**config.mk**
```make
export PLATFORM = sky130hd
export DESIGN_NAME = run_tx_flat
export DESIGN_NICKNAME = d
export VERILOG_FILES = /design/src/rtl/run_tx_pkg.sv /design/src/rtl/run_tx_if.sv /design/src/rtl/run_tx_down_counter.sv /design/src/rtl/run_tx.sv /design/src/flat_wrapper.sv
export SDC_FILE = /design/constraint.sdc
export NUM_CORES = 1
export LEC_CHECK = 0
export ABC_AREA = 0
export BUFFER_PORTS_ARGS = -buffer_cell sky130_fd_sc_hd__clkbuf_2
export CORE_MARGIN = 2
export CORE_UTILIZATION = 30
export CTS_BUF_LIST = sky130_fd_sc_hd__clkbuf_4 sky130_fd_sc_hd__clkbuf_8
export CTS_CLUSTER_SIZE = 16
export DETAILED_ROUTE_END_ITERATION = 12
export MAX_ROUTING_LAYER = met4
export PLACE_DENSITY = 0.57
export SETUP_SLACK_MARGIN = 0.02
export SLEW_MARGIN = 10
export SYNTH_ARGS = -nofsm -noshare
export SYNTH_HDL_FRONTEND = slang
export SYNTH_HIERARCHICAL = 1
export SYNTH_SLANG_ARGS = --single-unit
```
**constraint.sdc**
```tcl
create_clock -name clk -period 3.66 [get_ports clk]
set_input_delay 0.366 -clock clk [delete_from_list [all_inputs] [get_ports clk]]
set_output_delay 0.366 -clock clk [all_outputs]
set_load 0.03 [all_outputs]
```
**src/rtl/run_tx_pkg.sv**
```systemverilog
// Shared types and constants for the run_tx burst transmitter.
package run_tx_pkg;

    typedef enum logic [1:0] {
        IDLE,
        RUN,
        GAP,
        DONE
    } state_e;

    localparam int unsigned DEF_LEN_W = 8;
    localparam int unsigned DEF_REP_W = 4;
    localparam int unsigned MIN_GAP   = 1;

endpackage

```
**src/rtl/run_tx_if.sv**
```systemverilog
// Command/status bundle between a run_tx user (master) and the transmitter (slave).
interface run_tx_if #(
    parameter int unsigned LEN_W = run_tx_pkg::DEF_LEN_W,
    parameter int unsigned REP_W = run_tx_pkg::DEF_REP_W
);
    logic             start;
    logic             abort;
    logic [LEN_W-1:0] run_len;
    logic [LEN_W-1:0] gap_len;
    logic [REP_W-1:0] reps;
    logic             w;
    logic             busy;
    logic             done;
    logic [REP_W-1:0] bursts_sent;

    modport master (
        output start, abort, run_len, gap_len, reps,
        input  w, busy, done, bursts_sent
    );

    modport slave (
        input  start, abort, run_len, gap_len, reps,
        output w, busy, done, bursts_sent
    );
endinterface

```
**src/rtl/run_tx_down_counter.sv**
```systemverilog
// Loadable down counter that stops at zero and flags when it holds exactly one.
module run_tx_down_counter #(
    parameter int unsigned WIDTH = 8
) (
    input  logic             clk,
    input  logic             reset,
    input  logic             load_i,
    input  logic [WIDTH-1:0] load_val_i,
    input  logic             en_i,
    output logic             is_one_o
);
    logic [WIDTH-1:0] cnt_q, cnt_d;

    always_comb begin
        cnt_d = cnt_q;
        if (load_i) begin
            cnt_d = load_val_i;
        end else if (en_i && (cnt_q != '0)) begin
            cnt_d = cnt_q - WIDTH'(1);
        end
    end

    always_ff @(posedge clk) begin
        if (reset) begin
            cnt_q <= '0;
        end else begin
            cnt_q <= cnt_d;
        end
    end

    assign is_one_o = (cnt_q == WIDTH'(1));
endmodule

```
**src/rtl/run_tx.sv**
```systemverilog
// Burst transmitter: drives w high for run_len cycles, low for max(gap_len,1), reps times.
module run_tx
    import run_tx_pkg::*;
#(
    parameter int unsigned LEN_W = DEF_LEN_W,
    parameter int unsigned REP_W = DEF_REP_W
) (
    input logic     clk,
    input logic     reset,
    run_tx_if.slave bus
);
    state_e           state_q, state_d;
    logic [LEN_W-1:0] run_len_q, run_len_d;
    logic [LEN_W-1:0] gap_len_q, gap_len_d;
    logic [REP_W-1:0] bursts_q, bursts_d;

    logic             cnt_load, cnt_en, cnt_is_one;
    logic [LEN_W-1:0] cnt_val;
    logic             rem_load, rem_en, rem_is_one;
    logic [LEN_W-1:0] gap_eff;

    // A zero gap would merge consecutive bursts on the line.
    assign gap_eff = (gap_len_q == '0) ? LEN_W'(MIN_GAP) : gap_len_q;

    run_tx_down_counter #(.WIDTH(LEN_W)) u_phase_cnt (
        .clk        (clk),
        .reset      (reset),
        .load_i     (cnt_load),
        .load_val_i (cnt_val),
        .en_i       (cnt_en),
        .is_one_o   (cnt_is_one)
    );

    run_tx_down_counter #(.WIDTH(REP_W)) u_rem_cnt (
        .clk        (clk),
        .reset      (reset),
        .load_i     (rem_load),
        .load_val_i (bus.reps),
        .en_i       (rem_en),
        .is_one_o   (rem_is_one)
    );

    always_comb begin
        state_d   = state_q;
        run_len_d = run_len_q;
        gap_len_d = gap_len_q;
        bursts_d  = bursts_q;
        cnt_load  = 1'b0;
        cnt_val   = '0;
        cnt_en    = 1'b0;
        rem_load  = 1'b0;
        rem_en    = 1'b0;
        unique case (state_q)
            IDLE: begin
                if (bus.start) begin
                    run_len_d = bus.run_len;
                    gap_len_d = bus.gap_len;
                    bursts_d  = '0;
                    if ((bus.run_len == '0) || (bus.reps == '0)) begin
                        state_d = DONE;
                    end else begin
                        state_d  = RUN;
                        cnt_load = 1'b1;
                        cnt_val  = bus.run_len;
                        rem_load = 1'b1;
                    end
                end
            end
            RUN: begin
                if (bus.abort) begin
                    state_d = IDLE;
                end else if (cnt_is_one) begin
                    bursts_d = bursts_q + REP_W'(1);
                    rem_en   = 1'b1;
                    if (rem_is_one) begin
                        state_d = DONE;
                    end else begin
                        state_d  = GAP;
                        cnt_load = 1'b1;
                        cnt_val  = gap_eff;
                    end
                end else begin
                    cnt_en = 1'b1;
                end
            end
            GAP: begin
                if (bus.abort) begin
                    state_d = IDLE;
                end else if (cnt_is_one) begin
                    state_d  = RUN;
                    cnt_load = 1'b1;
                    cnt_val  = run_len_q;
                end else begin
                    cnt_en = 1'b1;
                end
            end
            DONE: begin
                state_d = IDLE;
            end
            default: begin
                state_d = IDLE;
            end
        endcase
    end

    always_ff @(posedge clk) begin
        if (reset) begin
            state_q   <= IDLE;
            run_len_q <= '0;
            gap_len_q <= '0;
            bursts_q  <= '0;
        end else begin
            state_q   <= state_d;
            run_len_q <= run_len_d;
            gap_len_q <= gap_len_d;
            bursts_q  <= bursts_d;
        end
    end

    assign bus.w           = (state_q == RUN);
    assign bus.busy        = (state_q == RUN) || (state_q == GAP);
    assign bus.done        = (state_q == DONE);
    assign bus.bursts_sent = bursts_q;
endmodule

```
**src/flat_wrapper.sv**
```systemverilog
// flat-port wrapper written by rule: the top's interface ports become plain ports
module run_tx_flat import run_tx_pkg::*;
#(
    parameter int unsigned LEN_W = DEF_LEN_W,
    parameter int unsigned REP_W = DEF_REP_W
)
  (clk, reset, bus_start, bus_abort, bus_run_len, bus_gap_len, bus_reps, bus_w, bus_busy, bus_done, bus_bursts_sent);
  run_tx_if #(.LEN_W(LEN_W), .REP_W(REP_W)) bus_i ();
  input logic clk;
  input logic reset;
  input wire logic [$bits(bus_i.start)-1:0] bus_start;
  input wire logic [$bits(bus_i.abort)-1:0] bus_abort;
  input wire logic [$bits(bus_i.run_len)-1:0] bus_run_len;
  input wire logic [$bits(bus_i.gap_len)-1:0] bus_gap_len;
  input wire logic [$bits(bus_i.reps)-1:0] bus_reps;
  output wire logic [$bits(bus_i.w)-1:0] bus_w;
  output wire logic [$bits(bus_i.busy)-1:0] bus_busy;
  output wire logic [$bits(bus_i.done)-1:0] bus_done;
  output wire logic [$bits(bus_i.bursts_sent)-1:0] bus_bursts_sent;
  assign bus_i.start = bus_start;
  assign bus_i.abort = bus_abort;
  assign bus_i.run_len = bus_run_len;
  assign bus_i.gap_len = bus_gap_len;
  assign bus_i.reps = bus_reps;
  assign bus_w = bus_i.w;
  assign bus_busy = bus_i.busy;
  assign bus_done = bus_i.done;
  assign bus_bursts_sent = bus_i.bursts_sent;
  run_tx #(.LEN_W(LEN_W), .REP_W(REP_W)) u_core (.clk(clk), .reset(reset), .bus(bus_i));
endmodule
```
Yosys cells after proc, flatten, opt, wreduce, memory -nomap -nowiden
Index checks and enable logic that the tools add are counted.
Widths: inputs -> output; s select.
{"block": "totals", "ff_bits": 34, "inputBits": 24, "output_inout_bits": 7, "word_cells": 74}
{"block": "op_classes", "reduce_logical": 17, "eq_ne": 10, "addsub": 3, "n_mux": 38}
{"op": "$mux 8", "count": 10}
{"op": "$pmux 8 s3", "count": 1}
{"op": "$mux 4", "count": 5}
{"op": "$logic_not 8->1", "count": 2}
{"op": "$mux 1", "count": 13}
{"op": "$mux 2", "count": 6}
{"op": "$eq 8x1->1 const B", "count": 1}
{"op": "$pmux 2 s4", "count": 1}
{"op": "$pmux 4 s2", "count": 1}
{"op": "$reduce_bool 8->1", "count": 1}
{"op": "$sub 8x1->8 const B", "count": 1}
{"op": "$ne 3x2->1 const B", "count": 2}
{"op": "$reduce_bool 2->1", "count": 3}
{"op": "$add 4x1->4 const B", "count": 1}
{"op": "$eq 2x2->1 const B", "count": 2}
{"op": "$eq 4x1->1 const B", "count": 1}
{"op": "$logic_not 4->1", "count": 1}
{"op": "$ne 2x2->1 const B", "count": 2}
{"op": "$reduce_and 4->1", "count": 1}
{"op": "$reduce_bool 4->1", "count": 1}
{"op": "$sub 4x1->4 const B", "count": 1}
{"op": "$pmux 1 s3", "count": 1}
{"op": "$reduce_and 3->1", "count": 1}
{"op": "$eq 2x1->1 const B", "count": 1}
{"op": "6 further kinds", "count": 8}

Longest topological paths before layout
Gate-level depths: netlist of run 1.
{"block": "logic_depth", "depth_word": 7, "mapped_depth": 10, "mapped_depth_nobuf": 9}

Hierarchy
Netlist of run 1, hierarchy kept.
{"mod": "run_tx", "cells_each": 160, "area_per_inst_um2": 1204.9, "n_inst": 1}
{"mod": "run_tx_down_counter (u_core.u_phase_cnt)", "cells_each": 59, "area_per_inst_um2": 524.3, "n_inst": 1}
{"mod": "run_tx_down_counter (u_core.u_rem_cnt)", "cells_each": 33, "area_per_inst_um2": 286.5, "n_inst": 1}

Least setup slack after synthesis of run 1
Ideal clock, no wire load.
{"block": "synth_path", "kind": "register -> register", "from": "register u_core.u_phase_cnt.cnt_q[3]", "to": "register u_core.u_phase_cnt.cnt_q[5]", "path_buffers": 0, "stages_incl_launch_ff": 9, "synth_period_minus_slack_ps": 2651, "arrival_ps": 2536, "setup_slack_ps": 1009, "path_cell_list": "dfxtp_1 -> or4_4 -> nor4b_1 -> nand3b_1 -> nor3_2 -> a22oi_1 -> nand2_1 -> inv_1 -> a2111oi_0"}
{"item": "from (decl)", "line_no": "run_tx_down_counter.sv:12", "rtl": "logic [WIDTH-1:0] cnt_q, cnt_d;"}
{"item": "from (signal assigned)", "line_no": "run_tx_down_counter.sv:27", "rtl": "cnt_q <= cnt_d;"}
{"item": "$eq 8x1->1 *", "line_no": "run_tx_down_counter.sv:31", "rtl": "assign is_one_o = (cnt_q == WIDTH'(1));"}
{"item": "named net u_core.cnt_is_one", "line_no": "run_tx.sv:17", "rtl": "logic cnt_load, cnt_en, cnt_is_one;"}
{"item": "$mux 8 (on tied branches)", "line_no": "run_tx.sv:89, run_tx.sv:72"}
{"item": "$mux 8 (on tied branches)", "line_no": "run_tx.sv:87, run_tx.sv:70"}
{"item": "$pmux 8 s3 *", "line_no": "run_tx.sv:53", "rtl": "unique case (state_q)"}
{"item": "named net u_core.cnt_val[5]", "line_no": "run_tx.sv:18", "rtl": "logic [LEN_W-1:0] cnt_val;"}
{"item": "$mux 8 *", "line_no": "run_tx_down_counter.sv:16", "rtl": "if (load_i) begin"}
The timed path passes the listed nets; every way through them passes the cells marked *. The select of a mux whose other input is x is not followed.
A chain may end at the register's enable or synchronous reset.

Worst setup path after layout of run 1
{"block": "layout_path", "from": "register u_core.u_phase_cnt.cnt_q[3]", "to": "register u_core.u_phase_cnt.cnt_q[5]"}
{"item": "$eq 8x1->1 *", "line_no": "run_tx_down_counter.sv:31"}
{"item": "named net u_core.cnt_is_one", "line_no": "run_tx.sv:17"}
{"item": "$mux 1 (on tied branches)", "line_no": "run_tx.sv:89, run_tx.sv:72"}
{"item": "$mux 1"}
{"item": "$pmux 1 s3 *", "line_no": "run_tx.sv:53"}
{"item": "named net u_core.cnt_load", "line_no": "run_tx.sv:17"}
{"item": "$mux 8 / $reduce_bool 2->1 (equally long branches)"}
Marks and branches as above.

==> impl_summary.txt, run 1 <==
----------------------------------------------------
[CTS]
  CTS Hold Buffers Added ... 0
  Clock transition at the registers of the reported paths ... roughly 0.080 ns
  Root cell of the clock tree ... clkbuf_8
  H-Tree Depth ... 2
  Buffer count from post-CTS setup fixing ... 0
  Maximum buffer depth of the clock tree ... 2
  Clock tree from TritonCTS ... done
  Skew-Pair Late Insertion Delay ... slightly below 0.3 ns
  Post-CTS sizing ... 0
  Total number of clock tree sinks ... 34
  Total CTS buffers ... 5

[Synthesis]
  Number of enable-type register cells in the synthesized netlist ... 0
  Cell Area, Synth ... 0.00202 sq mm
  Commonest register cell after synthesis ... dfxtp_1
  Count of synthesis-stage warnings from yosys ... 6
  Largest cells by area after synthesis ... dfxtp_1 34%, nand2_1 10%, ha_1 6.8%, a21oi_1 6.0%, nor2_1 3.2%
  Area share of the largest cell type after synthesis ... 0.338
  Async S/R FF share, synth ... 0
  Avg Synthesized Cell Area ... between 7 and 8 sq um
  Post-Synthesis Cells ... around 250
  Cell type with the highest aggregate area in the netlist ... dfxtp_1
  Synthesized net count ... ~290
  Number of distinct library cell variants in the gate-level netlist after synthesis ... 54
  Fraction of the yosys area taken by sequential cells ... 0.338
  Flip-flop and latch count after synthesis ... 34

[Die]
  Die boundary height ... 86.0 um
  Die Wd ... about 86 um
  Die footprint ... ~0.0074 sq mm
  Placeable core area ... roughly 0.0064 sq mm
  Effective utilization at floorplan ... 0.314
  Number of top-level pins ... 31
  Core Rows ... 29

[Placement]
  Number of input and output port buffers inserted ... 30
  Pre-CTS setup slack ... 0.766 ns
  Final GP Congestion ... just under 0.8
  Final HPWL from detailed placement ... 3500 um

[Setup path]
  RR Endpoint ... u_core/u_phase_cnt/cnt_q[5]
  Req. time, crit path ... about 3.8 ns
  Startpoint Class ... flop
  Largest fanout on the critical path ... 14
  R2R cell count ... 9
  Data arrival, critical path ... a little over 3 ns
  Crit Path Category ... flop to flop
  Critical register-to-register path startpoint ... u_core/u_phase_cnt/cnt_q[3]
  Kind of capture point of the worst setup path ... flop
  Reg2reg setup slack ... roughly 0.74 ns

[Run]
  MaxCap Viol Count ... 0

[Route]
  Vias per Instance ... ~5.1
  DRC errors left ... 0
  Remaining antenna violation count after routing ... 0
  First-pass iteration count of the detailed router ... 4
  WL per Instance ... 13.3 um
  Routed vias ... 1851
  Total Routed Length ... 4810 um
  First-iteration detailed-routing DRC count ... between 70 and 80

[Global route]
  All-Layer GR Usage ... 0.142
  Grt ovf ... 0
  Largest net degree at the start of global routing ... 40
  First-pass GRT wire length ... between 8000 and 9000 um
  Number of antenna violations at the first check in global routing ... 0
  Number of global-route vias before repair ... roughly 1800

[Min path]
  Endpoint of the worst hold path ... u_core/gap_len_q[2]
  Startpoint of the tightest hold check path ... bus_gap_len[2]
  Worst Hold Class ... input port to flop
  Hold path depth ... 3

[Outcome]
  Status ... finished, final reports clean

[STA]
  Final clock skew ... approximately 0.0054 ns
  Final worst-path setup slack ... around 0.74 ns
  Final critical delay including setup and external delays ... 2.92 ns
  Highest clock rate ... 0.342 GHz
  RSZ-0062 raised after global routing ... no
  Transition at the pin with the smallest max-transition slack ... 0.850 ns
  Max-slew violations ... 0
  Final count of negative-setup-slack endpoints ... 0
  Remaining max-slew budget at the tightest pin ... 0.433
  Count of final hold-check violations ... 0
  Setup TNS ... 0 ns
  Crit share post-route ... 0.799

[Power]
  Leak Pwr ... roughly 0.94 nW
  Total power divided by cell area ... 763 mW/mm^2
  Total power ... 0.00182 W
  Worst vdd rail ir drop ... around 0.00027 V

[Finish]
  Fin nets ... between 300 and 400
  Most frequent standard cell in the layout excluding fill and tap cells ... nand2_1
  Sequential cell area ... roughly 680 sq um
  Total area of multi-input combinational cells ... roughly 0.0012 sq mm
  Commonest non-fill, non-tap cells in the layout ... 56 x nand2_1, 34 x dfxtp_1, 30 x clkbuf_2, 24 x a21oi_1, 17 x nor2_1
  Area Overhead vs Synth ... 18.2%
  Core Util, Final ... 0.371
  Diode insertion count for antenna repair ... 0
  Fill cell total of the finished layout ... slightly below 700
  Layout cell share with drive strength beyond 1 ... 0.204

----------------------------------------------------
==> worst max path at each step <==
stage,endpoint,startpoint,cells past startpoint
finish,u_core/u_phase_cnt/cnt_q[5],u_core/u_phase_cnt/cnt_q[3],9
CTS,u_core/u_phase_cnt/cnt_q[5],u_core/u_phase_cnt/cnt_q[3],9
detailed placement,u_core/u_phase_cnt/cnt_q[5],u_core/u_phase_cnt/cnt_q[3],9
floorplan,u_core/u_phase_cnt/cnt_q[5],u_core/u_phase_cnt/cnt_q[3],8
global placement,u_core/u_phase_cnt/cnt_q[5],u_core/u_phase_cnt/cnt_q[3],9
global route,u_core/u_phase_cnt/cnt_q[5],u_core/u_phase_cnt/cnt_q[3],9
==> report_power, final <==
part           total [W]  switching (W)  leakage (nW)  internal [W]
sequential      0.000560      0.0000959         0.279      0.000464
clock           0.000441       0.000150        0.0714      0.000291
combinational   0.000818       0.000495         0.594      0.000323
==> registers in the layout, indices dropped and copies added (netlist names) <==
name,flops
u_core/bus.bursts_sent,4
u_core/gap_len_q,8
u_core/run_len_q,8
u_core/state_q,2
u_core/u_phase_cnt/cnt_q,8
u_core/u_rem_cnt/cnt_q,4
==> worst max-delay path, stage by stage, from the launching register on <==
cell and delay (ns):
dfxtp_1 0.35, or4_4 0.59, nor4b_1 0.35, buf_4 0.19, nand3b_1 0.20, o21ai_0 0.22, o21ba_1 0.20, inv_1 0.22
and4_1 0.25, a2111oi_0 0.24
==> kinds of logic after synthesis <==
family,count (synthesis),share of synthesized area
DFF,34,0.338
adders and majority gates,11,0.0683
AOI/OAI and AO/OA,63,0.230
buffers and inverters,21,0.0428
xor gates and xnor gates,4,0.0174
and+or+nand+nor,119,0.304
==> synth_stat cells (3+ instances only) <==
cell type	n
a211oi_1	7
a21oi_1	24
a22oi_1	7
buf_2	3
clkbuf_1	4
dfxtp_1	34
ha_1	11
inv_1	12
nand2_1	56
nand3b_1	3
nor2_1	17
nor2b_1	4
nor3_1	8
nor3b_1	3
nor4_1	3
o21ai_0	4
or4_4	3
xnor2_1	4
==> metal layers <==
layer	routed length, um	up-vias	track usage
li1	-	968	-
met2	2130	37	0.212
met3	172	7	0.0318
met1	2430	839	0.186
met5	0	-	-
met4	75	0	0.0519
==> through the flow <==
| stage | instances | hold WS (ns) | area (sq um) |
|---|---|---|---|
| 2_1_floorplan | 252 | 0.433 | 2020 |
| 3_3_place_gp | 353 | 0.446 | 2240 |
| 3_5_place_dp | 353 | 0.450 | 2240 |
| 4_1_cts | 361 | 0.278 | 2380 |
| 5_1_grt | 361 | 0.282 | 2380 |
| 6_report | 361 | 0.284 | 2380 |
==> cell type report <==
class                   count  share of cell area
flip-flops and latches     34               0.286
clock inverters             2              0.0252
well taps                  77              0.0404
clock buffers               6              0.0347
multi-input cells         197               0.524
repair buffers             32              0.0693
inverters                  13              0.0205
No activity file was read; power rests on OpenSTA's default activity.
==> run 2, diff against run 1 <==
Clock period 3.66 ns to 2.75 ns, I/O delays scaled along.
==> run 2 against run 1 <==
  * Worst setup slack worse by 0.50 ns
  * Register-to-register slack worse by 0.50 ns
  * Clock power is 9.3% lower
  * Power is 27% higher
==> impl_summary.txt, run 2 (same netlist as run 1, synthesis figures left out) <==
----------------------------------------------------
[Outcome]
  Status ... finished, final reports clean (unchanged)

[STA]
  Remaining max-slew budget at the tightest pin ... 0.579 (was 0.433)
  Count of final hold-check violations ... 0 (unchanged)
  Highest clock rate ... 0.397 GHz (was 0.342 GHz)
  RSZ-0062 raised after global routing ... no (unchanged)
  Transition at the pin with the smallest max-transition slack ... 0.626 ns (was 0.850 ns)
  Final count of negative-setup-slack endpoints ... 0 (unchanged)
  Final worst-path setup slack ... 0.232 ns (was 0.736 ns)
  Final critical delay including setup and external delays ... 2.52 ns (was 2.92 ns)
  Crit share post-route ... 0.915 (was 0.799)
  Final clock skew ... 0.00510 ns (was 0.00544 ns)
  Max-slew violations ... 0 (unchanged)

[Setup path]
  Kind of capture point of the worst setup path ... flop (unchanged)
  Req. time, crit path ... 2.92 ns (was 3.84 ns)
  RR Endpoint ... u_core/u_phase_cnt/cnt_q[5] (unchanged)
  Largest fanout on the critical path ... 9 (was 14)
  Data arrival, critical path ... 2.69 ns (was 3.11 ns)
  Critical register-to-register path startpoint ... u_core/u_phase_cnt/cnt_q[3] (unchanged)
  Startpoint Class ... flop (unchanged)
  R2R cell count ... 9 (unchanged)
  Crit Path Category ... flop to flop (unchanged)
  Reg2reg setup slack ... 0.23 ns (was 0.74 ns)

[Die]
  Core Rows ... 29 (unchanged)
  Die footprint ... 0.00739 sq mm (unchanged)
  Die Wd ... 86.0 um (unchanged)
  Placeable core area ... 0.00642 sq mm (unchanged)
  Effective utilization at floorplan ... 0.314 (unchanged)
  Number of top-level pins ... 31 (unchanged)
  Die boundary height ... 86.0 um (unchanged)

[Finish]
  Area Overhead vs Synth ... 20.4% (was 18.2%)
  Largest registers in the final layout ... u_core/gap_len_q x8, u_core/run_len_q x8, u_core/u_phase_cnt/cnt_q x8 (unchanged)
  Core Util, Final ... 0.378 (was 0.371)
  Design Area, Final ... 0.00243 sq mm (was 0.00238 sq mm)
  Commonest non-fill, non-tap cells in the layout ... 56 x nand2_1, 34 x dfxtp_1, 30 x clkbuf_2, 24 x a21oi_1, 17 x nor2_1 (unchanged)
  Most frequent standard cell in the layout excluding fill and tap cells ... nand2_1 (unchanged)
  Layout cell share with drive strength beyond 1 ... 0.238 (was 0.204)
  Total area of multi-input combinational cells ... 0.00126 sq mm (was 0.00125 sq mm)
  Diode insertion count for antenna repair ... 0 (unchanged)
  Fill cell total of the finished layout ... 659 (was 682)
  Fin nets ... 328 (was 318)
  Number of standard cells in the layout, taps in and fillers out ... 371 (was 361)
  Sequential cell area ... 681 sq um (unchanged)

[Route]
  Remaining antenna violation count after routing ... 0 (unchanged)
  First-iteration detailed-routing DRC count ... 82 (was 77)
  DRC errors left ... 0 (unchanged)
  First-pass iteration count of the detailed router ... 4 (unchanged)
  WL per Instance ... 12.9 um (was 13.3 um)
  Total Routed Length ... 4800 um (was 4810 um)
  Routed vias ... 1869 (was 1851)
  Vias per Instance ... 5.04 (was 5.13)

[Placement]
  Instance count after placement with tap cells included ... 363 (was 353)
  Area after DPL ... 0.00231 sq mm (was 0.00224 sq mm)
  Pre-CTS setup slack ... -0.103 ns (was 0.766 ns)
  Final HPWL from detailed placement ... 3540 um (was 3500 um)
  Number of input and output port buffers inserted ... 30 (unchanged)
  Final GP Congestion ... 0.842 (was 0.787)

[Global route]
  All-Layer GR Usage ... 0.142 (unchanged)
  Number of antenna violations at the first check in global routing ... 0 (unchanged)
  Number of global-route vias before repair ... 1695 (was 1751)
  First-pass GRT wire length ... 8120 um (was 8130 um)
  Largest net degree at the start of global routing ... 30 (was 40)
  Grt ovf ... 0 (unchanged)

[CTS]
  H-Tree Depth ... 2 (unchanged)
  Root cell of the clock tree ... clkbuf_8 (unchanged)
  Maximum buffer depth of the clock tree ... 2 (unchanged)
  Total number of clock tree sinks ... 34 (unchanged)
  Skew-Pair Late Insertion Delay ... 0.29 ns (about the same)
  Total CTS buffers ... 5 (unchanged)
  Buffer count from post-CTS setup fixing ... 0 (unchanged)
  Clock tree from TritonCTS ... done (unchanged)
  Clock transition at the registers of the reported paths ... 0.07 ns (was 0.08 ns)

[Min path]
  Endpoint of the worst hold path ... u_core/gap_len_q[5] (was u_core/gap_len_q[2])
  Startpoint of the tightest hold check path ... bus_gap_len[5] (was bus_gap_len[2])
  Worst Hold Class ... input port to flop (unchanged)
  Hold path depth ... 3 (unchanged)

[Power]
  Total power ... 0.00231 W (was 0.00182 W)
  Leak Pwr ... 0.977 nW (was 0.944 nW)
  Worst vdd rail ir drop ... 0.000281 V (was 0.000271 V)
  Total power divided by cell area ... 950 mW/mm^2 (was 763 mW/mm^2)

[Run]
  MaxCap Viol Count ... 0 (unchanged)

----------------------------------------------------
## run 2: power breakdown
group          switching, W  leakage, nW  internal, W
Combinational      0.000676        0.646     0.000490
Sequential         0.000123        0.279     0.000617
Clock              0.000188       0.0517     0.000212
## run 2: how the worst max path moves through the flow
stage                                      from                          end  cells past startpoint
floorplan           u_core/u_phase_cnt/cnt_q[3]  u_core/u_phase_cnt/cnt_q[5]                      8
global placement    u_core/u_phase_cnt/cnt_q[3]  u_core/u_phase_cnt/cnt_q[5]                      9
detailed placement  u_core/u_phase_cnt/cnt_q[3]  u_core/u_phase_cnt/cnt_q[5]                      9
CTS                 u_core/u_phase_cnt/cnt_q[3]  u_core/u_phase_cnt/cnt_q[5]                      9
global route        u_core/u_phase_cnt/cnt_q[3]  u_core/u_phase_cnt/cnt_q[5]                      9
finish              u_core/u_phase_cnt/cnt_q[3]  u_core/u_phase_cnt/cnt_q[5]                      9
## run 2: through the flow
| stage | TNS, ns | hold WS, ns |
|---|---|---|
| after floorplan | 0 | 0.343 |
| after global placement | 0 | 0.444 |
| after detailed placement | -0.103 | 0.450 |
| after CTS | 0 | 0.190 |
| after global routing | 0 | 0.197 |
| final | 0 | 0.201 |
## run 2: routing by layer
metal	part of all wire	vias to the layer above	GRT usage
met5	0	-	-
met1	0.51	849	0.198
met4	0.014	0	0.0476
met2	0.44	31	0.201
met3	0.036	8	0.0318
li1	-	981	-
## run 2: layout make-up
| cell class | count | area share |
|---|---|---|
| clock inverters | 1 | 0.00206 |
| well taps | 77 | 0.0397 |
| flip-flops and latches | 34 | 0.281 |
| clock buffers | 7 | 0.0371 |
| multi-input cells | 197 | 0.521 |
| repair buffers | 42 | 0.0990 |
| inverters | 13 | 0.0201 |
## run 2: timing repair
| item | 4_1_cts | 5_1_grt |
|---|---|---|
| resized for setup | 1 | 3 |
| endpoints found under the hold margin | 0 | 0 |
| pin swaps | 0 | 1 |
| hold buffers | 0 | 0 |
| endpoints found under the setup margin | 5 | 2 |
## run 2: worst max-delay path: stages (launching register included)
cell,delay [ns]
dfxtp_1,0.36
or4_4,0.57
nor4b_4,0.37
buf_4,0.18
nand3b_1,0.09
o21ai_0,0.09
o21ba_1,0.21
inv_2,0.11
and4_1,0.19
a2111oi_1,0.24
==> run 3, diff against run 2 <==
Settings changed: ABC_AREA 0 to 1, PLACE_DENSITY 0.57 to 0.56.
==> run 3 against run 2 <==
  * Power increased by 21%
  * Non-clock buffer count decreased by 10
  * Sequential power increased by 5.5%
  * Critical endpoint is now u_core/u_phase_cnt/cnt_q[7]
  * Utilization decreased by 3.0 points
  * Fmax increased by 11%
  * Largest cell class unchanged
  * Clock power decreased by 6.8%
  * Final area increased by 9.1%
  * Global-route usage increased by 0.14 points
  * Clock skew increased by 0.0024 ns
==> impl_summary.txt, run 3 <==
----------------------------------------------------
[Setup path]
  Critical register-to-register path startpoint ... u_core/u_phase_cnt/cnt_q[5] (was u_core/u_phase_cnt/cnt_q[3])
  RR Endpoint ... u_core/u_phase_cnt/cnt_q[7] (was u_core/u_phase_cnt/cnt_q[5])
  Critical Path Slowest Stage Cell ... dfxtp_1 (was or4_4)
  Crit Path Category ... flop to flop (unchanged)
  R2R cell count ... 12 (was 9)
  Kind of capture point of the worst setup path ... flop (unchanged)
  Largest fanout on the critical path ... 13 (was 9)
  Most used cell along the critical path ... nor2_1
  Data arrival, critical path ... 2.43 ns (was 2.69 ns)
  Startpoint Class ... flop (unchanged)
  Maximum cell stage delay along the critical path ... 0.36 ns (was 0.57 ns)
  Req. time, crit path ... 2.91 ns (was 2.92 ns)
  Critical-path cell list ... nor2_1 -> nand2_2 -> nor2_1 -> inv_2 -> nor2_4 -> nor2_1 -> a21oi_1 -> inv_2 -> nand3_2 -> nor2_1 -> nor2_1 -> nor2_1 (was or4_4 -> nor4b_4 -> buf_4 -> nand3b_1 -> o21ai_0 -> o21ba_1 -> inv_2 -> and4_1 -> a2111oi_1)
  Reg2reg setup slack ... 0.47 ns (was 0.23 ns)

[STA]
  Remaining max-slew budget at the tightest pin ... 0.639 (was 0.579)
  Crit share post-route ... 0.828 (was 0.915)
  Final clock skew ... 0.00753 ns (was 0.00510 ns)
  Transition at the pin with the smallest max-transition slack ... 0.541 ns (was 0.626 ns)
  Setup TNS ... 0 ns (unchanged)
  Final critical delay including setup and external delays ... 2.28 ns (was 2.52 ns)
  Final count of negative-setup-slack endpoints ... 0 (unchanged)
  Highest clock rate ... 0.439 GHz (was 0.397 GHz)
  Max-slew violations ... 0 (unchanged)
  RSZ-0062 raised after global routing ... no (unchanged)
  Count of final hold-check violations ... 0 (unchanged)

[CTS]
  CTS Hold Buffers Added ... 0 (unchanged)
  H-Tree Depth ... 2 (unchanged)
  Clock transition at the registers of the reported paths ... 0.08 ns (was 0.07 ns)
  Maximum buffer depth of the clock tree ... 2 (unchanged)
  Buffer count from post-CTS setup fixing ... 0 (unchanged)
  Skew-Pair Late Insertion Delay ... 0.29 ns (about the same)
  Root cell of the clock tree ... clkbuf_8 (unchanged)
  Post-CTS sizing ... 0 (was 1)
  Total CTS buffers ... 5 (unchanged)
  Clock tree from TritonCTS ... done (unchanged)
  Total number of clock tree sinks ... 34 (unchanged)

[Synthesis]
  Number of enable-type register cells in the synthesized netlist ... 0 (unchanged)
  Dominant combinational cell family by area after synthesis ... simple AND/OR/NAND/NOR gates (unchanged)
  Compound-gate portion of the synthesized area ... 0.144 (was 0.230)
  Count of synthesis-stage warnings from yosys ... 6 (unchanged)
  Cell type with the highest aggregate area in the netlist ... dfxtp_1 (unchanged)
  Flip-flop and latch count after synthesis ... 34 (unchanged)
  Cell Area, Synth ... 0.00232 sq mm (was 0.00202 sq mm)
  Share of the synthesized netlist area taken by xor and xnor gates ... 0.0113 (was 0.0174)
  Fraction of the mapped netlist area in simple logic gates ... 0.384 (was 0.304)
  Portion of netlist area occupied by mux cells ... 0 (unchanged)
  Avg Synthesized Cell Area ... 6.42 sq um (was 8.00 sq um)
  Area share of the largest cell type after synthesis ... 0.293 (was 0.338)
  Commonest register cell after synthesis ... dfxtp_1 (unchanged)
  Post-Synthesis Cells ... 362 (was 252)
  Synthesized net count ... 397 (was 287)
  Most instantiated library cell after synthesis ... nand2_1 (unchanged)
  Largest cells by area after synthesis ... dfxtp_1 29%, nand2_1 16%, nor2_1 8.4%, inv_1 6.9%, ha_1 5.9% (was dfxtp_1 34%, nand2_1 10%, ha_1 6.8%, a21oi_1 6.0%, nor2_1 3.2%)
  Async S/R FF share, synth ... 0 (unchanged)
  Fraction of the yosys area taken by sequential cells ... 0.293 (was 0.338)
  Number of distinct library cell variants in the gate-level netlist after synthesis ... 32 (was 54)
  Adder-cell share of the synthesized area ... 0.0592 (was 0.0683)
  Top cells by count, synth ... 96 x nand2_1, 52 x nor2_1, 43 x inv_1 (was 56 x nand2_1, 34 x dfxtp_1, 24 x a21oi_1)

[Min path]
  Endpoint of the worst hold path ... u_core/gap_len_q[0] (was u_core/gap_len_q[5])
  Startpoint of the tightest hold check path ... bus_gap_len[0] (was bus_gap_len[5])
  Hold path depth ... 3 (unchanged)
  Worst Hold Class ... input port to flop (unchanged)

[Route]
  Routed wl met3 ... 174 um (was 172 um)
  Top metal layer carrying routed signals ... met4 (unchanged)
  Remaining antenna violation count after routing ... 0 (unchanged)
  Vias per Instance ... 4.51 (was 5.04)
  First-pass iteration count of the detailed router ... 4 (unchanged)
  Wire length the detailed router placed on met1 ... 2740 um (was 2470 um)
  WL per Instance ... 11.0 um (was 12.9 um)
  Amount of wire on met2 after detailed routing ... 2500 um (was 2090 um)
  First-iteration detailed-routing DRC count ... 64 (was 82)
  Total Routed Length ... 5450 um (was 4800 um)
  Routed vias ... 2234 (was 1869)
  DRC errors left ... 0 (unchanged)

[Power]
  Clock power frac ... 0.134 (was 0.173)
  Combinational Power Share ... 0.585 (was 0.506)
  Net Sw Power ... 0.00139 W (was 0.000987 W)
  Internal cell power ... 0.00139 W (was 0.00132 W)
  Total power divided by cell area ... 1050 mW/mm^2 (was 950 mW/mm^2)
  Worst vdd rail ir drop ... 0.000343 V (was 0.000281 V)
  Sw frac ... 0.501 (was 0.428)
  Sequential cell fraction of total power ... 0.281 (was 0.321)
  Leak Pwr ... 1.23 nW (was 0.977 nW)

[Die]
  Die boundary height ... 92.0 um (was 86.0 um)
  Effective utilization at floorplan ... 0.305 (was 0.314)
  Number of top-level pins ... 31 (unchanged)
  Die footprint ... 0.00846 sq mm (was 0.00739 sq mm)
  Core Rows ... 32 (was 29)
  Placeable core area ... 0.00761 sq mm (was 0.00642 sq mm)
  Die Wd ... 92.0 um (was 86.0 um)

[Finish]
  Fin nets ... 427 (was 328)
  Most frequent standard cell in the layout excluding fill and tap cells ... nand2_1 (unchanged)
  Largest registers in the final layout ... u_core/gap_len_q x8, u_core/run_len_q x8, u_core/u_phase_cnt/cnt_q x8 (unchanged)
  Commonest non-fill, non-tap cells in the layout ... 96 x nand2_1, 52 x nor2_1, 43 x inv_1, 34 x dfxtp_1, 30 x clkbuf_2 (was 56 x nand2_1, 34 x dfxtp_1, 30 x clkbuf_2, 24 x a21oi_1, 17 x nor2_1)
  Layout cell share with drive strength beyond 1 ... 0.188 (was 0.238)
  Area Overhead vs Synth ... 13.9% (was 20.4%)
  Diode insertion count for antenna repair ... 0 (unchanged)
  Design Area, Final ... 0.00265 sq mm (was 0.00243 sq mm)

[Global route]
  Number of global-route vias before repair ... 2112 (was 1695)
  First-pass GRT wire length ... 9590 um (was 8120 um)
  All-Layer GR Usage ... 0.143 (was 0.142)
  Grt ovf ... 0 (unchanged)
  Number of antenna violations at the first check in global routing ... 0 (unchanged)
  Largest net degree at the start of global routing ... 25 (was 30)

[Outcome]
  Status ... finished, final reports clean (unchanged)

[Placement]
  Number of input and output port buffers inserted ... 30 (unchanged)
  Final GP Congestion ... 0.844 (was 0.842)
  Area after DPL ... 0.00256 sq mm (was 0.00231 sq mm)
  Final HPWL from detailed placement ... 4130 um (was 3540 um)

[Run]
  MaxCap Viol Count ... 0 (unchanged)

----------------------------------------------------
## run 3: cell types whose count changed after synthesis, sizes merged, moves of 5 or more
cell	previous run	this run
a2111oi	5	0
a211oi	8	1
a21oi	24	31
a22oi	7	0
inv	13	51
nand2	57	103
nand3	1	28
nand4	1	8
nor2	18	57
nor3	10	0
o21ai	7	21
## run 3: through the flow
step / hold WS (ns) / total power (W) / worst slack [ns] / utilization / instances
3_5_place_dp: 0.459 / 0.00242 / 0.501 / 0.336 / 487
5_1_grt: 0.242 / 0.00309 / 0.192 / 0.348 / 495
4_1_cts: 0.222 / 0.00282 / 0.483 / 0.348 / 495
2_1_floorplan: 0.337 / 0.00213 / 0.588 / - / 362
3_3_place_gp: 0.453 / 0.00241 / 0.563 / 0.336 / 487
6_report: 0.234 / 0.00278 / 0.473 / 0.348 / 495
## run 3: power by group through the flow
stage	combinational [W]	clock [W]	sequential (W)
floorplan	0.00136	0	0.000767
global placement	0.00162	0	0.000786
detailed placement	0.00163	0	0.000795
CTS	0.00164	0.000398	0.000783
global route	0.00187	0.000414	0.000807
finish	0.00163	0.000373	0.000781
## run 3: critical path: cells and delay by family, from the launching register on
kind            cells  cell delay [ns]
compound gates      1             0.23
buf+inv             2             0.26
flops               1             0.36
simple gates        9             1.28
## run 3: worst max path at each step
stage	slack (ns)	endpoint	start	cells past startpoint
after CTS	0.48	u_core/u_phase_cnt/cnt_q[5]	u_core/u_phase_cnt/cnt_q[3]	12
after detailed placement	0.50	u_core/u_phase_cnt/cnt_q[5]	u_core/u_phase_cnt/cnt_q[3]	12
after global placement	0.56	u_core/u_phase_cnt/cnt_q[7]	u_core/u_phase_cnt/cnt_q[3]	12
after global routing	0.19	u_core/u_phase_cnt/cnt_q[6]	u_core/u_phase_cnt/cnt_q[5]	12
after floorplan	0.59	u_core/u_phase_cnt/cnt_q[2]	u_core/state_q[1]	15
final	0.47	u_core/u_phase_cnt/cnt_q[7]	u_core/u_phase_cnt/cnt_q[5]	12
## run 3: final cells by class
type,instances,area [sq um]
Multi-Input combinational cell,268,1390
Inverter,51,191
Sequential cell,34,681
Clock inverter,3,21.3
Timing Repair Buffer,32,165
Fill cell,876,4960
Clock buffer,5,68.8
Tap cell,102,128
## run 3: cells by family (layout without fill, tap and decap cells)
kind of cell    after synthesis  after routing
buf+inv                      60             91
flops                        34             34
compound gates               55             55
fa+ha+maj                    11             11
xor+xnor                      3              3
simple gates                199            199
## run 3: layer usage
| layer | global-route usage | vias up |
|---|---|---|
| met1 | 0.186 | 994 |
| li1 | - | 1203 |
| met3 | 0.0296 | 2 |
| met5 | - | - |
| met2 | 0.221 | 35 |
| met4 | 0.0522 | 0 |
